[config.mk]
export PLATFORM = sky130hd
export DESIGN_NAME = planificador_acciones
export DESIGN_NICKNAME = d
export VERILOG_FILES = /design/src/rtl/planificador_acciones_pkg.sv /design/src/rtl/planificador_acciones_sincronizador_flanco.sv /design/src/rtl/planificador_acciones.sv
export SDC_FILE = /design/constraint.sdc
export NUM_CORES = 1
export LEC_CHECK = 0
export ABC_AREA = 0
export BUFFER_PORTS_ARGS = -buffer_cell sky130_fd_sc_hd__buf_2
export CAP_MARGIN = 20
export CORE_AREA = 5 5 94 96
export DETAILED_ROUTE_END_ITERATION = 16
export DIE_AREA = 0 0 99 101
export GPL_TIMING_DRIVEN = 0
export HOLD_SLACK_MARGIN = 0.15
export PLACE_DENSITY = 0.53
export SYNTH_ARGS = -nofsm -noshare
export SYNTH_HDL_FRONTEND = slang
export SYNTH_HIERARCHICAL = 1
export SYNTH_SLANG_ARGS = --single-unit
[constraint.sdc]
create_clock -name clk -period 4.3 [get_ports clk]
set_input_delay 1.29 -clock clk [delete_from_list [all_inputs] [get_ports clk]]
set_output_delay 1.29 -clock clk [all_outputs]
set_load 0.02 [all_outputs]
[src/rtl/planificador_acciones_pkg.sv]
// Shared definitions for the action scheduler: action codes, FSM states,
// button indices and the small helpers used to walk the round-robin order.
package planificador_acciones_pkg;

  localparam logic [1:0] ACC_NADA   = 2'b00;
  localparam logic [1:0] ACC_COMER  = 2'b01;
  localparam logic [1:0] ACC_JUGAR  = 2'b10;
  localparam logic [1:0] ACC_DORMIR = 2'b11;

  localparam logic [1:0] NIVEL_LLENO = 2'd3;

  // Bit positions of each button inside the pending-request vector
  localparam logic [1:0] BOT_COMIDA = 2'd0;
  localparam logic [1:0] BOT_JUGAR  = 2'd1;
  localparam logic [1:0] BOT_DORMIR = 2'd2;

  typedef enum logic [1:0] {
    IDLE     = 2'd0,
    WAIT_ACK = 2'd1,
    DORMIDO  = 2'd2
  } estado_t;

  // Next button in the round-robin ring comida -> jugar -> dormir -> comida
  function automatic logic [1:0] siguiente(input logic [1:0] idx);
    return (idx == BOT_DORMIR) ? BOT_COMIDA : idx + 2'd1;
  endfunction

  // Action code presented to the pet FSM for a given button index
  function automatic logic [1:0] codigo_accion(input logic [1:0] idx);
    case (idx)
      BOT_COMIDA: return ACC_COMER;
      BOT_JUGAR:  return ACC_JUGAR;
      BOT_DORMIR: return ACC_DORMIR;
      default:    return ACC_NADA;
    endcase
  endfunction

endpackage

[src/rtl/planificador_acciones_sincronizador_flanco.sv]
// Two-flop synchronizer for an asynchronous button level followed by a
// rising-edge detector; the pulse lasts one clock cycle.
module sincronizador_flanco (
  input  logic clk,
  input  logic reset,
  input  logic entrada,
  output logic flanco
);

  logic sinc_p0;
  logic sinc_p1;
  logic sinc_p2;

  // Metastability chain plus one delayed copy for edge detection
  always_ff @(posedge clk or posedge reset) begin
    if (reset) begin
      sinc_p0 <= 1'b0;
      sinc_p1 <= 1'b0;
      sinc_p2 <= 1'b0;
    end else begin
      sinc_p0 <= entrada;
      sinc_p1 <= sinc_p0;
      sinc_p2 <= sinc_p1;
    end
  end

  assign flanco = sinc_p1 & ~sinc_p2;

endmodule

[src/rtl/planificador_acciones.sv]
// Action scheduler in front of the pet FSM: latches button requests, grants
// them round-robin over valid/ready, generates the decay tick and enforces
// the sleep lockout and the full-level feed discard.
module planificador_acciones
  import planificador_acciones_pkg::*;
#(
  parameter int TICK_DIV    = 50000000,
  parameter int SLEEP_TICKS = 4,
  parameter int ACK_TIMEOUT = 255
) (
  input  logic       clk,
  input  logic       reset,
  input  logic       boton_comida,
  input  logic       boton_jugar,
  input  logic       boton_dormir,
  input  logic [1:0] nivel,
  input  logic       accion_listo,
  output logic       accion_valida,
  output logic [1:0] accion,
  output logic       tick_decaimiento,
  output logic       dormido,
  output logic       descartado,
  output logic       error_timeout
);

  localparam int TW = $clog2(TICK_DIV);
  localparam int SW = $clog2(SLEEP_TICKS + 1);
  localparam int AW = $clog2(ACK_TIMEOUT + 1);
  localparam logic [TW-1:0] TICK_FIN = TW'(TICK_DIV - 1);
  localparam logic [SW-1:0] SL_FIN   = SW'(SLEEP_TICKS - 1);
  localparam logic [AW-1:0] TO_FIN   = AW'(ACK_TIMEOUT - 1);

  estado_t       estado, estado_n;
  logic [2:0]    flancos;
  logic [2:0]    pend, pend_n;
  logic [1:0]    ptr, ptr_n;
  logic [1:0]    conc, conc_n;
  logic [SW-1:0] sl_cnt, sl_n;
  logic [AW-1:0] to_cnt, to_n;
  logic [TW-1:0] tick_cnt;
  logic          valida_n;
  logic [1:0]    accion_n;
  logic          descartado_n;
  logic          error_n;
  logic          hallado;
  logic [1:0]    ganador;
  logic [1:0]    cand;

  sincronizador_flanco u_sinc_comida (
    .clk(clk), .reset(reset), .entrada(boton_comida), .flanco(flancos[BOT_COMIDA])
  );
  sincronizador_flanco u_sinc_jugar (
    .clk(clk), .reset(reset), .entrada(boton_jugar), .flanco(flancos[BOT_JUGAR])
  );
  sincronizador_flanco u_sinc_dormir (
    .clk(clk), .reset(reset), .entrada(boton_dormir), .flanco(flancos[BOT_DORMIR])
  );

  // Free-running decay time base, independent of the FSM state
  always_ff @(posedge clk or posedge reset) begin
    if (reset) begin
      tick_cnt <= '0;
    end else if (tick_decaimiento) begin
      tick_cnt <= '0;
    end else begin
      tick_cnt <= tick_cnt + TW'(1);
    end
  end

  assign tick_decaimiento = (tick_cnt == TICK_FIN);
  assign dormido          = (estado == DORMIDO);

  // Next-state logic: request latching, arbitration, handshake and lockout
  always_comb begin
    estado_n     = estado;
    pend_n       = pend;
    ptr_n        = ptr;
    conc_n       = conc;
    sl_n         = sl_cnt;
    to_n         = to_cnt;
    valida_n     = accion_valida;
    accion_n     = accion;
    descartado_n = 1'b0;
    error_n      = error_timeout;
    hallado      = 1'b0;
    ganador      = BOT_COMIDA;
    cand         = ptr;

    // New presses are dropped while asleep; already-pending bits survive
    if (estado != DORMIDO) pend_n = pend | flancos;

    case (estado)
      IDLE: begin
        // A decay tick in the same cycle pushes arbitration one cycle later
        if ((pend != 3'b000) && !tick_decaimiento) begin
          for (int i = 0; i < 3; i++) begin
            if (!hallado && pend[cand]) begin
              hallado = 1'b1;
              ganador = cand;
            end
            cand = siguiente(cand);
          end
          if ((ganador == BOT_COMIDA) && (nivel == NIVEL_LLENO)) begin
            pend_n[BOT_COMIDA] = 1'b0;
            descartado_n       = 1'b1;
          end else begin
            estado_n = WAIT_ACK;
            conc_n   = ganador;
            valida_n = 1'b1;
            accion_n = codigo_accion(ganador);
          end
        end
      end
      WAIT_ACK: begin
        // Ack and timeout retire the grant the same way; only the next state
        // and the sticky error differ
        if (accion_listo || (to_cnt == TO_FIN)) begin
          pend_n[conc] = 1'b0;
          ptr_n        = siguiente(conc);
          valida_n     = 1'b0;
          accion_n     = ACC_NADA;
          to_n         = '0;
          if (accion_listo) begin
            estado_n = (conc == BOT_DORMIR) ? DORMIDO : IDLE;
          end else begin
            estado_n = IDLE;
            error_n  = 1'b1;
          end
        end else begin
          to_n = to_cnt + AW'(1);
        end
      end
      DORMIDO: begin
        if (tick_decaimiento) begin
          if (sl_cnt == SL_FIN) begin
            sl_n     = '0;
            estado_n = IDLE;
          end else begin
            sl_n = sl_cnt + SW'(1);
          end
        end
      end
      default: estado_n = IDLE;
    endcase
  end

  // State and registered outputs
  always_ff @(posedge clk or posedge reset) begin
    if (reset) begin
      estado        <= IDLE;
      pend          <= 3'b000;
      ptr           <= BOT_COMIDA;
      conc          <= BOT_COMIDA;
      sl_cnt        <= '0;
      to_cnt        <= '0;
      accion_valida <= 1'b0;
      accion        <= ACC_NADA;
      descartado    <= 1'b0;
      error_timeout <= 1'b0;
    end else begin
      estado        <= estado_n;
      pend          <= pend_n;
      ptr           <= ptr_n;
      conc          <= conc_n;
      sl_cnt        <= sl_n;
      to_cnt        <= to_n;
      accion_valida <= valida_n;
      accion        <= accion_n;
      descartado    <= descartado_n;
      error_timeout <= error_n;
    end
  end

endmodule

# Yosys cells after proc, flatten, opt, wreduce, memory -nomap -nowiden
# Index checks and enable logic that the tools add are counted.
dict set report word_totals {
  reg_bits 60
  output_inout_bits 7
  elab_cells 129
}
dict set report op_classes {
  addsub 6
  order_cmp 5
  eq_ne 17
  muxes 51
  n_bitwise 11
  reduce_logical 19
}
# op n
set ops {}
lappend ops {{$mux W2} 19}
lappend ops {{$add A26 B1 Y26 const B} 1}
lappend ops {{$eq A26 B26 Y1 const B} 1}
lappend ops {{$mux W26} 1}
lappend ops {{$mux W1} 18}
lappend ops {{$eq A2 B2 Y1 const B} 6}
lappend ops {{$lt A2 B3 Y1 const B} 4}
lappend ops {{$pmux W2 S3} 2}
lappend ops {{$ne A2 B2 Y1 const B} 5}
lappend ops {{$mux W3} 3}
lappend ops {{$add A8 B1 Y8 const B} 1}
lappend ops {{$eq A8 B8 Y1 const B} 1}
lappend ops {{$mux W8} 1}
lappend ops {{$add A2 B1 Y2 const B} 3}
lappend ops {{$bmux W1 S2} 3}
lappend ops {{$reduce_and A3 Y1} 2}
lappend ops {{$logic_and A1 B1 Y1} 5}
lappend ops {{$not A1 Y1} 5}
lappend ops {{$reduce_and A5 Y1} 1}
lappend ops {{$eq A2 B1 Y1 const B} 2}
lappend ops {{$logic_not A2 Y1} 2}
lappend ops {{$pmux W1 S2} 2}
lappend ops {{$pmux W2 S2} 1}
lappend ops {{$reduce_and A2 Y1} 2}
lappend ops {{14 further kinds} 18}

# Logic depth before layout (Yosys ltp)
dict set report logic_depth {
  depth_word 20
  depth_mapped 8
  mapped_depth_nobuf 8
}

# Cells and area by module
# Netlist, hierarchy kept.
# mod n_inst cells_each area_per_inst_um2
set by_module_without_submodules {}
lappend by_module_without_submodules {planificador_acciones 1 229 2398.6}
lappend by_module_without_submodules {sincronizador_flanco 3 5 92.6}

# Worst setup path after synthesis
# OpenSTA, ideal clock, no wires.
dict set report synth_timing {
  path_kind {reg-to-output}
  start {register tick_cnt[7]}
  end {output tick_decaimiento}
  arrival_time_ns 1.536
  required_ns 3.010
  path_slack_ns 1.474
  path_stages_with_launch 6
  path_buffers 2
  path_cell_list {dfrtp_1 -> nor4b_1 -> nand2_1 -> nor4_4 -> buf_4 -> buf_4}
}
dict set report synth_between {
  elab_chain_cells 1
}
# element line_no
set synth_lines {}
lappend synth_lines {{from (decl)} planificador_acciones.sv:40} ;# logic [TW-1:0] tick_cnt;
lappend synth_lines {{from (signal assigned)} planificador_acciones.sv:66} ;# tick_cnt <= tick_cnt + TW'(1);
lappend synth_lines {{$eq A26 B26 Y1} planificador_acciones.sv:70} ;# assign tick_decaimiento = (tick_cnt == TICK_FIN);
lappend synth_lines {{to (decl)} planificador_acciones.sv:20} ;# output logic tick_decaimiento,
# No other way between the ends.

# Final worst setup path
dict set report layout_timing {
  start {register tick_cnt[0]}
  end {output tick_decaimiento}
}
# Same word-level chain as after synthesis.

==> impl_results.md <==
* Required time of the critical path at 3.01 ns
* Final Hold Fails at 0
* Largest net degree at the start of global routing at 31
* Layout cells sized above 1 at 15.27%
* I/O Buffers at 14
* FMAX at 0.2758 GHz
* Tot GR Track Use at 11.11%
* Post-synthesis sequential area ratio at 56.10%
* Critical Path Sink Type: output pin
* Post CTS Setup Buffer Count at 0
* Initial DRC Count at 59
* Root Driver: clkbuf_8
* Synth Warn # at 6
* CTS Buffer Depth at 2
* WL per Instance at 12.91 um
* Setup tns final at 0 ns
* R2R setup slack at 2.27 ns
* Inserted Clock Buffers at 9
* Sw Ratio at 31.07%
* Routed wire length at 4906 um
* Die W at 99 um
* Mapped Nets at 257
* Min Hold Slack at 0.3472 ns
* GP Congestion at 0.7288
* Dominant synthesized flop cell: dfrtp_1
* Slew Limit Fails at 0
* Period utilization at 84.31%
* DR vias/cell at 4.700
* Logic pwr share at 19.3%
* Pwr Density at 485.0 nW/um2
* DRT antenna net count at 0
* Placed Instances at 364
* Vias at 1786
* DR DRC count at 0
* Status: completed
* First-pass GRT wire length at 8859 um
* I/O Pins at 15
* Critical-path cell list: ha_1, nand3_1, nor4_4, buf_4, buf_4, buf_2
* Core Area at 7969 um2
* Asr flop ratio synth at 100.0%
* RSZ-0062 raised after global routing: no
* CP most frequent cell: buf_4
* Initial antenna violation count at 0
* #FFs+latches synth at 60
* Netlist cell types at 36
* Number of synthesized flops with an enable pin at 0
* Hold WC Path Type: reg2reg
* P_leak at 1.479 nW
* Crit-path max FO at 10
* RR Endpoint: accion[0]
* Int Power at 1.036 mW
* P_sw at 0.4670 mW
* Clk pwr share at 33.9%
* Register share of total power at 46.8%
* Vias in the first global route at 1843
* Hold path depth at 0
* Non-Filler Instances at 380
* Cts-stage hold buffer count at 0
* Hold Path Sink: u_sinc_dormir/sinc_p1
* CTS Sinks at 60
* VDD IR-drop max at 289.0 uV
* Synth Cell Area at 2676 um2
* Max-capacitance violation count at 0
* Clock slew at reported path FFs at 0.07 ns
* Nets at 283
* Area delta synth->final at 15.80%
* Hpwl dp at 3463 um
* Worst Hold Launch: u_sinc_dormir/sinc_p0
* Worst-Skew Late Latency at 0.33 ns
* Syn Area/Cell at 10.97 um2
* Post-cts gate resize count at 0
* Worst slew margin at 54.11%
* Post-layout util at 38.89%
* Crit path DAT at 2.34 ns
* Crit path largest cell delay at 0.44 ns
* Slew @ Worst Pin at 0.6831 ns
* WS Path Type: reg2out
* Syn Inst Count at 244
* Starting density of the core at 33.58%
* Ant. Diodes at 0
* Final min period at 3.625 ns
* Num rows at 33
* Clk_skew at 0.009882 ns
* Overflow after GRT at 0
* Bufs and invs on worst path at 3
* Slowest library cell on the worst path: nor4_4
* Die Ht at 101 um
* H-tree depth at 3
* Cell depth of the worst flop-to-flop path at 7
* Final setup fails at 0
* Die area at 9999 um2
* Delay-heaviest family, CP: simple AND/OR/NAND/NOR gates
* R2R Path Start: pend[0]
* TritonCTS clock tree: done
* Drt pass-1 iters at 4
* CP Launch Type: flip-flop
routing by layer:
layer  part of all wire, %  track usage, %
met5                     0               0
met1                    51           15.68
met3                   2.5           2.699
met4                   1.1           5.042
met2                    45           16.06
how the worst max path moves through the flow:
stage / start / end / slack [ns] / depth (start not counted)
floorplan: tick_cnt[7] / tick_decaimiento / 1.47 / 5
global placement: reset / tick_cnt[9] / 0.96 / 2
detailed placement: tick_cnt[0] / tick_decaimiento / 0.99 / 6
CTS: tick_cnt[0] / tick_decaimiento / 0.62 / 6
global route: tick_cnt[0] / tick_decaimiento / 0.49 / 6
finish: tick_cnt[0] / tick_decaimiento / 0.67 / 6
cells in the mapped netlist (4+ instances only):
library cell	number	share of area, %
xnor2_1	7	2.3
inv_1	13	1.8
nand3_1	18	3.4
nand4_1	7	1.6
nor2b_1	4	0.93
xor2_1	17	5.6
ha_1	5	2.3
dfrtp_1	60	56
nor3_1	5	0.93
o21ai_0	10	1.9
a21oi_1	9	1.7
nor2_1	26	3.6
nand2_1	19	2.7
layout by cell type (no fill, tap or decap), types with 3 or more instances in the layout:
| master | instances |
|---|---|
| a21o_1 | 3 |
| a21oi_1 | 9 |
| and3_1 | 3 |
| buf_2 | 14 |
| clkbuf_8 | 10 |
| dfrtp_1 | 60 |
| ha_1 | 5 |
| inv_1 | 12 |
| mux2_1 | 3 |
| mux2i_1 | 3 |
| nand2_1 | 19 |
| nand3_1 | 18 |
| nand4_1 | 7 |
| nor2_1 | 26 |
| nor2b_1 | 4 |
| nor2b_4 | 3 |
| nor3_1 | 5 |
| nor3b_1 | 3 |
| nor4_4 | 3 |
| o21ai_0 | 10 |
| or3_1 | 3 |
| xnor2_1 | 7 |
| xor2_1 | 17 |
power groups by stage:
stage / Sequential, mW / Combinational [mW] / Clock, mW
floorplan: 0.716 / 0.199 / 0
global placement: 0.710 / 0.292 / 0
detailed placement: 0.713 / 0.299 / 0
CTS: 0.703 / 0.300 / 0.524
global route: 0.717 / 0.335 / 0.551
finish: 0.703 / 0.290 / 0.510
per-stage QoR:
step           setup slack, ns  total power [mW]  area [um2]
2_1_floorplan            1.474            0.9146        2676
3_3_place_gp            0.9601             1.002        2878
3_5_place_dp            0.9854             1.013        2898
4_1_cts                 0.6154             1.527        3099
5_1_grt                 0.4929             1.604        3099
6_report                0.6745             1.503        3099
layout make-up:
type	instances	area (um2)
timing repair buffer	15	90.09
multi-input combinational	169	1111
sequential	60	1501
inverter	13	48.80
clock buffer	10	137.6
buffer	2	15.01
clock inverter	6	63.81
tap	105	131.4
fill	795	4870
state kept, by name, summed over array words and instances (netlist names):
| name | flops |
|---|---|
| error_timeout | 1 |
| ptr | 2 |
| tick_cnt | 26 |
| conc | 2 |
| u_sinc_comida/sinc_p2 | 1 |
| u_sinc_jugar/sinc_p0 | 1 |
| accion_valida | 1 |
| estado | 2 |
| u_sinc_dormir/sinc_p1 | 1 |
| u_sinc_dormir/sinc_p0 | 1 |
| u_sinc_dormir/sinc_p2 | 1 |
| u_sinc_comida/sinc_p0 | 1 |
| u_sinc_jugar/sinc_p2 | 1 |
| sl_cnt | 3 |
| pend | 3 |
| descartado | 1 |
| u_sinc_jugar/sinc_p1 | 1 |
| u_sinc_comida/sinc_p1 | 1 |
| accion | 2 |
| to_cnt | 8 |
kinds of logic (layout without fill, tap and decap cells):
group           after synthesis  count (layout)  share of synthesized area, %
compound gates               30              30                         6.545
xor+xnor                     24              24                         7.854
fa+ha+maj                     5               5                         2.338
buf+inv                      15              46                         2.384
flops                        60              60                         56.10
mux                           6               6                         2.384
simple gates                104             104                         22.39
Power figures use the tool's default switching activity.
